[src/rtl/booth_seq_mult_pkg.sv]
// rtl/booth_seq_mult_pkg.sv - shared constants, FSM states and precision decode for booth_seq_mult
package booth_seq_mult_pkg;

    localparam int DEF_MAX_PRECISION = 32;
    localparam int CLK_PERIOD        = 10;

    localparam logic [5:0] PREC_4  = 6'd4;
    localparam logic [5:0] PREC_8  = 6'd8;
    localparam logic [5:0] PREC_16 = 6'd16;
    localparam logic [5:0] PREC_32 = 6'd32;

    typedef enum logic [1:0] {
        IDLE = 2'd0,
        CALC = 2'd1,
        DONE = 2'd2
    } state_e;

    // Illegal or oversized encodings fall back to the widest supported width.
    function automatic logic [5:0] eff_precision(input logic [5:0] prec, input logic [5:0] max_prec);
        logic legal;
        legal = (prec == PREC_4) || (prec == PREC_8) || (prec == PREC_16) || (prec == PREC_32);
        if (!legal || (prec > max_prec)) begin
            return max_prec;
        end
        return prec;
    endfunction

endpackage

[src/rtl/booth_r4_enc.sv]
// rtl/booth_r4_enc.sv - radix-4 Booth recoder: 3-bit window to {neg, one, two} controls
module booth_r4_enc (
    input  logic [2:0] win,
    output logic       neg,
    output logic       one,
    output logic       two
);

    assign neg = win[2];
    assign one = win[1] ^ win[0];
    assign two = (win[2] & ~win[1] & ~win[0]) | (~win[2] & win[1] & win[0]);

endmodule

[src/rtl/booth_seq_mult.sv]
// rtl/booth_seq_mult.sv - iterative radix-4 Booth multiplier, 4/8/16/32-bit run-time precision
// Optional early termination on exhausted multiplier bits: define MULT_EARLY_TERM_EN.
module booth_seq_mult
    import booth_seq_mult_pkg::*;
#(
    parameter int MAX_PRECISION  = DEF_MAX_PRECISION,
    parameter bit SIGNED_DEFAULT = 1'b1
) (
    input  logic                         clk,
    input  logic                         rst_n,
    input  logic                         en,
    input  logic [5:0]                   precision,
    input  logic [MAX_PRECISION-1:0]     jia,
    input  logic [MAX_PRECISION-1:0]     yi,
    input  logic                         valid,
    output logic                         in_ready,
    output logic [2*MAX_PRECISION-1:0]   zi,
    output logic                         ready
);

    localparam int AW = 2 * MAX_PRECISION;
    localparam int YW = MAX_PRECISION + 2;
    localparam int MW = YW + 1;

    state_e          state_q, state_d;
    logic [5:0]      cnt_q, cnt_d;
    logic [AW-1:0]   acc_q, acc_d;
    logic [AW-1:0]   mcand_q, mcand_d;
    logic [MW-1:0]   mplier_q, mplier_d;

    logic            accept;
    logic            last_step;
    logic [5:0]      eff_p;
    logic [5:0]      cnt_init;

    logic [6:0]          m_shl, y_shl;
    logic [AW-1:0]       m_raw, m_tmp, m_ext;
    logic signed [AW-1:0] m_shift;
    logic [YW-1:0]       y_raw, y_tmp, y_ext;
    logic signed [YW-1:0] y_shift;

    logic            b_neg, b_one, b_two;
    logic [AW-1:0]   pp_mag, pp;

    assign in_ready = en && (state_q != CALC);
    assign accept   = valid && in_ready;
    assign ready    = (state_q == DONE);
    assign zi       = acc_q;

    assign eff_p    = eff_precision(precision, 6'(MAX_PRECISION));
    assign cnt_init = {1'b0, eff_p[5:1]} + (SIGNED_DEFAULT ? 6'd0 : 6'd1);

    // Truncate to P bits by shifting the operand to the top, then shift back with sign or zero fill.
    always_comb begin
        m_raw   = {{MAX_PRECISION{1'b0}}, jia};
        m_shl   = 7'(AW) - {1'b0, eff_p};
        m_tmp   = m_raw << m_shl;
        m_shift = $signed(m_tmp);
        y_raw   = {2'b00, yi};
        y_shl   = 7'(YW) - {1'b0, eff_p};
        y_tmp   = y_raw << y_shl;
        y_shift = $signed(y_tmp);
        if (SIGNED_DEFAULT) begin
            m_ext = m_shift >>> m_shl;
            y_ext = y_shift >>> y_shl;
        end else begin
            m_ext = m_tmp >> m_shl;
            y_ext = y_tmp >> y_shl;
        end
    end

    booth_r4_enc u_enc (
        .win (mplier_q[2:0]),
        .neg (b_neg),
        .one (b_one),
        .two (b_two)
    );

    always_comb begin
        pp_mag = '0;
        if (b_one) begin
            pp_mag = mcand_q;
        end else if (b_two) begin
            pp_mag = {mcand_q[AW-2:0], 1'b0};
        end
        pp = b_neg ? (~pp_mag + AW'(1)) : pp_mag;
    end

`ifdef MULT_EARLY_TERM_EN
    logic rest_zero, rest_ones;
    assign rest_zero = ~|mplier_q[MW-1:2];
    assign rest_ones = (&mplier_q[MW-1:2]) && SIGNED_DEFAULT;
    assign last_step = (cnt_q == 6'd1) || rest_zero || rest_ones;
`else
    assign last_step = (cnt_q == 6'd1);
`endif

    always_comb begin
        state_d  = state_q;
        cnt_d    = cnt_q;
        acc_d    = acc_q;
        mcand_d  = mcand_q;
        mplier_d = mplier_q;
        if (en) begin
            case (state_q)
                IDLE, DONE: begin
                    if (accept) begin
                        state_d  = CALC;
                        cnt_d    = cnt_init;
                        acc_d    = '0;
                        mcand_d  = m_ext;
                        mplier_d = {y_ext, 1'b0};
                    end
                end
                CALC: begin
                    acc_d    = acc_q + pp;
                    mcand_d  = {mcand_q[AW-3:0], 2'b00};
                    mplier_d = {{2{mplier_q[MW-1]}}, mplier_q[MW-1:2]};
                    cnt_d    = cnt_q - 6'd1;
                    if (last_step) begin
                        state_d = DONE;
                        cnt_d   = '0;
                    end
                end
                default: state_d = IDLE;
            endcase
        end
    end

    always_ff @(posedge clk or negedge rst_n) begin
        if (!rst_n) begin
            state_q  <= IDLE;
            cnt_q    <= '0;
            acc_q    <= '0;
            mcand_q  <= '0;
            mplier_q <= '0;
        end else begin
            state_q  <= state_d;
            cnt_q    <= cnt_d;
            acc_q    <= acc_d;
            mcand_q  <= mcand_d;
            mplier_q <= mplier_d;
        end
    end

endmodule
[config.mk]
export PLATFORM = sky130hd
export DESIGN_NAME = booth_seq_mult
export DESIGN_NICKNAME = d
export VERILOG_FILES = /design/src/rtl/booth_seq_mult_pkg.sv /design/src/rtl/booth_r4_enc.sv /design/src/rtl/booth_seq_mult.sv
export SDC_FILE = /design/constraint.sdc
export NUM_CORES = 1
export LEC_CHECK = 0
export CAP_MARGIN = 20
export CORE_MARGIN = 1.5
export CORE_UTILIZATION = 30
export CTS_CLUSTER_SIZE = 25
export DETAILED_ROUTE_END_ITERATION = 10
export GPL_TIMING_DRIVEN = 0
export PLACE_DENSITY = 0.55
export SYNTH_ARGS = -nofsm -noshare
export SYNTH_HDL_FRONTEND = slang
export SYNTH_SLANG_ARGS = --single-unit
[constraint.sdc]
create_clock -name clk -period 6.84 [get_ports clk]
set_input_delay 1.026 -clock clk [delete_from_list [all_inputs] [get_ports clk]]
set_output_delay 1.026 -clock clk [all_outputs]
set_load 0.02 [all_outputs]
==> results.md <==
- Status: complete, but fails checks
- Failing checks: setup timing
- Setup slack, reg-to-reg: -0.06 ns
- Vias in the first global route: 20,200
- Post-synth top flop: dfrtp_1
- Synth warn: 0
- Area delta synth->final: 20.7%
- Core ar.: 60,600 um2
- Post-DRT Antenna Nets: 0
- Maximum number of pins on one net before global-route repair: 102
- Flops & latches, synth: approximately 170
- Die Span X: 251 um
- Max Cap Viol: 0
- Final Cycle Share: 101%
- Arrival time of the worst setup path: 7.23 ns
- Later-pin clock latency in the skew report: 0.48 ns
- # DRC: 0
- Initial antenna violation count: 0
- Placed insts: 3,427
- CP max-delay cell: or4b_4
- CP Max Fanout: 5
- Antenna cells: 0
- Drt pass-1 iters: 6
- Final setup violation count: 2
- Mapped Cells: roughly 2,500
- Chip height: 251 um
- Synth unique cells: 91
- Dpl hpwl: 63,600 um
- Clock slew seen by the registers of the worst setup and hold paths: 0.08 ns
- Number of fill cells in the layout: 6,411
- Non-filler instance count after layout: 3,490
- CP required: 7.17 ns
- CP Capture Type: register
- Syn_area_per_cell: 7.38 um2
- Routability cong.: 0.976
- CTS Buffer Depth: 2
- H-tree depth: 4
- Delay of the slowest critical-path stage: ~0.6 ns
- Largest area contributor in the netlist: dfrtp_1
- I/O pins: 140
- Full die area: approximately 63,000 um2
- Synth area leaders: dfrtp_1 23%, nand2_1 7.7%, o21ai_0 6.6%, a21oi_1 6.0%, ha_1 5.7%
- Hold buffer count at CTS: 0
- PwrDens: 563 nW/um2
- Post-synth EDFFs: 0
- Total track usage: 25.4%
- Reg2reg start: mplier_q[0]
- TritonCTS sink count: 171
- Worst slack, placed: -1.72 ns
- Starting density of the core: 30.5%
- FF/Latch Area: between 4000 and 5000 um2
- Clock skew: 0.0199 ns
- FF-to-FF End: zi[61]
- Most frequent cell after synthesis: nand2_1
- CTS buffer count: 17
- CTS tree: built
- WS Path Type: register to register
- Rel. slew slack: roughly 28%
- Vias: ~21,000
- Share of layout cells above drive strength 1: 9.31%
- Cell area after synthesis: about 18,000 um2
- Fmax: 145 MHz
- Rows: 90
- Max Slew Vio Count: 0
- Worst-Margin Slew: 1.09 ns
- Worst min path class: input port to async pin
- Per-cell routed wire length: about 23 um
- Reg2Reg Depth: 28
- Total global routing overflow: 0
- Post-synth ARST share: 100%
- Synth cell count leaders: 379 x nand2_1, 245 x o21ai_0, 221 x a21oi_1, 182 x nor2_1, 171 x dfrtp_1
- First-pass GRT wire length: 124,000 um
- Yosys top cell area share: between 20% and 30%
- RSZ-0062 raised after global routing: yes
- Total wire length: 82,000 um
- PortBufs: about 140
- Final-report hold violation count: 0
- Register area share after synthesis: 23.2%
- Final min period: between 6 and 7 ns
- PnR worst setup slack: -0.0632 ns
- Worst setup SP type: register
- DR vias/cell: 6.02
- Root buffer cell: clkbuf_16
- Nets: roughly 2,900
- Setup TNS: -0.101 ns
- Starting DRT DRC Count: 2,004
- VDD IR max: ~0.18 mV
- Area of the multi-input gates: 13,500 um2
- Leak: 9.00 nW
[state kept, by name, summed over array words and instances (netlist names)]
| signal | flops |
|---|---|
| cnt_q | 6 |
| mcand_q | 64 |
| mplier_q | 35 |
| zi | 64 |
| state_q | 2 |
[worst max-delay path, delay by kind of cell, from the launching register on]
family,cells,cell delay (ns)
AO/OA/AOI/OAI,11,2.11
XOR/XNOR,2,0.45
adder cells (fa/ha/maj),2,0.36
AND/OR/NAND/NOR,10,3.05
buffers and inverters,3,0.37
flip-flops,1,0.42
[stage by stage]
| stage | utilization [%] | cell area [um2] | power, mW | hold slack, ns |
|---|---|---|---|---|
| floorplan | - | 18600 | 8.11 | 0.445 |
| global placement | 34.6 | 20900 | 10.7 | 0.470 |
| detailed placement | 34.7 | 21000 | 10.8 | 0.472 |
| CTS | 36.3 | 22000 | 12.1 | 0.489 |
| global route | 36.8 | 22300 | 13.5 | 0.517 |
| finish | 36.8 | 22300 | 12.5 | 0.473 |
[power breakdown]
part	switching [mW]	total [mW]	internal [mW]
combinational	6.00	9.70	3.70
sequential	0.392	1.83	1.43
clock	0.526	1.02	0.492
total	6.92	12.5	5.62
[worst max path at each step]
stage,depth (start not counted),slack [ns],from,endpoint
after floorplan,32,-0.02,mplier_q[1],zi[61]
after global placement,1,-2.68,rst_n,mcand_q[51]
after detailed placement,32,-1.72,mplier_q[0],zi[61]
after CTS,29,-0.004,mplier_q[0],zi[61]
after global routing,30,-0.23,mplier_q[2],zi[63]
final,28,-0.06,mplier_q[0],zi[61]
[cell families (layout without fill, tap and decap cells)]
family | after synthesis | in the layout | share of synthesized area (%)
compound gates | 977 | 977 | 34.6
simple gates | 799 | 800 | 19.3
buf+inv | 273 | 476 | 5.91
flops | 171 | 171 | 23.2
xor+xnor | 109 | 109 | 5.17
mux | 86 | 86 | 6.06
fa+ha+maj | 85 | 85 | 5.80
other cells | 2 | 4 | 0.0407
[timing repair]
item	in CTS	in global routing
gates cloned	1	0
setup buffers	26	20
gates resized for setup	79	51
pin swaps	31	37
setup endpoints to repair	35	16
[cell usage in the layout (no fill, tap or decap), types with 18 or more instances in the layout]
cell type | Yosys | final
mux4_2 | 19 | 19
xnor2_1 | 62 | 61
nand2_1 | 379 | 376
nor3_1 | 33 | 31
clkdlybuf4s50_1 | 0 | 137
dfrtp_1 | 171 | 170
o22ai_1 | 29 | 29
o221ai_1 | 23 | 22
buf_1 | 32 | 18
o211ai_1 | 21 | 21
xor2_1 | 47 | 43
o21ai_0 | 245 | 231
nand4_1 | 19 | 19
a21oi_1 | 221 | 215
a22o_1 | 28 | 28
ha_1 | 84 | 76
clkbuf_1 | 170 | 145
nand2b_1 | 26 | 26
nor2b_1 | 24 | 24
inv_1 | 48 | 48
nor2_1 | 182 | 180
a31oi_1 | 42 | 40
a211oi_1 | 35 | 34
nand3_1 | 56 | 53
a22oi_1 | 51 | 51
o31ai_1 | 60 | 54
buf_4 | 3 | 48
a21o_1 | 39 | 39
mux2i_1 | 51 | 51
a221oi_1 | 26 | 24
[layer usage]
| metal | share of wire [%] | routed length [um] | global-route usage, % |
|---|---|---|---|
| met1 | 43 | 35200 | 33.5 |
| met2 | 47 | 38500 | 41.9 |
| met3 | 6.8 | 5600 | 3.68 |
| met4 | 3.3 | 2740 | 9.79 |
| met5 | 0 | 0 | 0 |
[cell type report]
class,count,area share [%]
plain buffers,208,4.34
clock buffers,17,1.91
clock inverters,15,0.775
inverters,50,0.843
multi-input cells,2061,60.5
flip-flops and latches,171,19.2
well taps,782,4.39
repair buffers,186,7.98
Note: power is estimated with default switching activity, not from simulation.
==> edit: new RTL, config.mk and constraints unchanged <==
Set the package constant `DEF_MAX_PRECISION` to 16 (it was 32).
--- a/src/rtl/booth_seq_mult_pkg.sv
+++ b/src/rtl/booth_seq_mult_pkg.sv
@@ -1,7 +1,7 @@
 // rtl/booth_seq_mult_pkg.sv - shared constants, FSM states and precision decode for booth_seq_mult
 package booth_seq_mult_pkg;
 
-    localparam int DEF_MAX_PRECISION = 32;
+    localparam int DEF_MAX_PRECISION = 16;
     localparam int CLK_PERIOD        = 10;
 
     localparam logic [5:0] PREC_4  = 6'd4;
Interface: changed (resized jia, yi and zi); port bits go from 140 to 76. The function was not compared with the original's and may differ.
==> edit against the original RTL <==
The flow finishes with violations (DRC). Sequential cell count down 80. Maximum frequency rose by 8.4%. Design area fell by 51%. Largest power group unchanged. Critical endpoint is now zi[31]. Worst hold slack improved by 0.0095 ns. Wire length decreased by 56%. Synthesized area fell by 49%. First-iteration DRC count decreased by 52%. Global-route usage down 3.3 points. Critical path type unchanged. Setup slack better by 0.54 ns. Power is 52% lower.
==> edit: results (changes against the original RTL) <==
status: "finished with violations"  # unchanged
violations: "DRC"  # was setup timing
groute.usage.overall_pct: 22.2  # was 25.4%
port_buffers: 73  # was 138
via_per_inst: 5.79  # was 6.02
cts_setup_buffers: 0  # was 26
drt_iter0_drc: 952  # was 2004
grt_max_degree: 65  # was 102
multi_input_area_um2: 6590  # was 13500 µm²
hp-class: "register to register"  # was input pin to async pin
synth.distinct_cells: 76  # was 91
grt_pass1_wl_um: 57300  # was 124000 µm
avgRoutedWirePerCell_um: 20.2  # was 23.5 µm
multi_input_gates: 1064  # was 2061
grt_pass1_vias: 9984  # was 20246
n_clock_buffer: 9  # was 17
crit_slowest_cell: "nor4_4"  # was or4b_4
final-nonclk-buf-share_pct: 11.1  # was 12.3%
cts_max_level: 3  # was 4
synth_area_leaders: "dfrtp_1, o21ai_0, a21oi_1"  # was dfrtp_1, nand2_1, o21ai_0
seq_share_pct: 20.7  # was 19.2%
tap_cells: 396  # was 782
dpl.hpwl_um: 27600  # was 63600 µm
synth_ff_type: "dfrtp_1"  # unchanged
clock-sinks: 91  # was 171
worstPathArrival_ns: 6.59  # was 7.23 ns
clk_latency_ns: 0.37  # was 0.48 ns
critPathTopFamily: "compound AO/OA/AOI/OAI gates"  # was simple AND/OR/NAND/NOR gates
p_leak_nw: 4.41  # was 9.00 nW
synth-seq-area-share_pct: 24.2  # was 23.2%
drc: 3  # was 0
crit_fanout: 10  # was 5
design_area_um2: 11000  # was 22300 µm²
drt_pass1_iterations: 11  # was 6
layout.nets: 1460  # was 2854
irDropWorstVdd_mv: 0.164  # was 0.177 mV
worst_pin_slew_ns: 1.01  # was 1.09 ns
finClkSkew_ns: 0.0122  # was 0.0199 ns
clock_area_share_pct: 2.92  # was 2.69%
synth_common_cells: "nand2_1, o21ai_0, a21oi_1"  # unchanged
inv_count: 28  # was 50
drive_gt1_share_pct: 4.98  # was 9.31%
buffers: 187  # was 394
n_fill_cell: 3341  # was 6411
cpPeakStageDelay_ns: 0.47  # was 0.60 ns
## edit: power by group
group          switching (mW)  internal (mW)
sequential              0.182          0.772
combinational            2.77           1.71
clock                   0.253          0.324
total                    3.21           2.80
## edit: cell families (layout without fill, tap and decap cells)
logic type	Yosys count	after routing	share of synthesized area [%]
compound gates	517	517	34.9
simple gates	427	427	21.1
buf+inv	142	230	6.03
flops	91	91	24.2
mux	46	46	5.46
fa+ha+maj	37	37	5.00
xor+xnor	33	33	3.15
other cells	2	4	0.0798
## edit: routing by layer
layer  vias up  routed length [µm]  track usage [%]
met1      4851               16400             29.2
met2       408               16100             35.9
met3        71                2070             3.27
li1       4979                   -                -
met5         -                   0                0
met4         0                1420             9.98
## edit: stage by stage
stage          hold slack [ns]  setup slack [ns]  cells  setup TNS, ns
2_1_floorplan            0.443              1.62   1297              0
3_3_place_gp             0.459            -0.204   1766         -0.204
3_5_place_dp             0.466            -0.100   1767         -0.100
4_1_cts                  0.482            0.0117   1782              0
5_1_grt                  0.510           -0.0403   1781        -0.0403
6_report                 0.482             0.474   1781              0
## edit: repair_timing
| action | 4_1_cts | 5_1_grt |
|---|---|---|
| endpoints found under the setup margin | 1 | 6 |
| hold buffers | 0 | 0 |
| cloned | 0 | 0 |
| hold endpoints to repair | 0 | 0 |
| gates resized for setup | 1 | 6 |
## edit: final timing paths
kind,cells past startpoint,slack (ns),to,start
max,26,0.47,zi[31],mplier_q[0]
min,1,0.48,mplier_q[17],mplier_q[17]
max reg2reg,26,0.47,zi[31],mplier_q[0]
min reg2reg,1,0.48,mplier_q[17],mplier_q[17]
max in group asynchronous,2,5.59,cnt_q[0],rst_n
min in group asynchronous,1,0.58,zi[8],rst_n
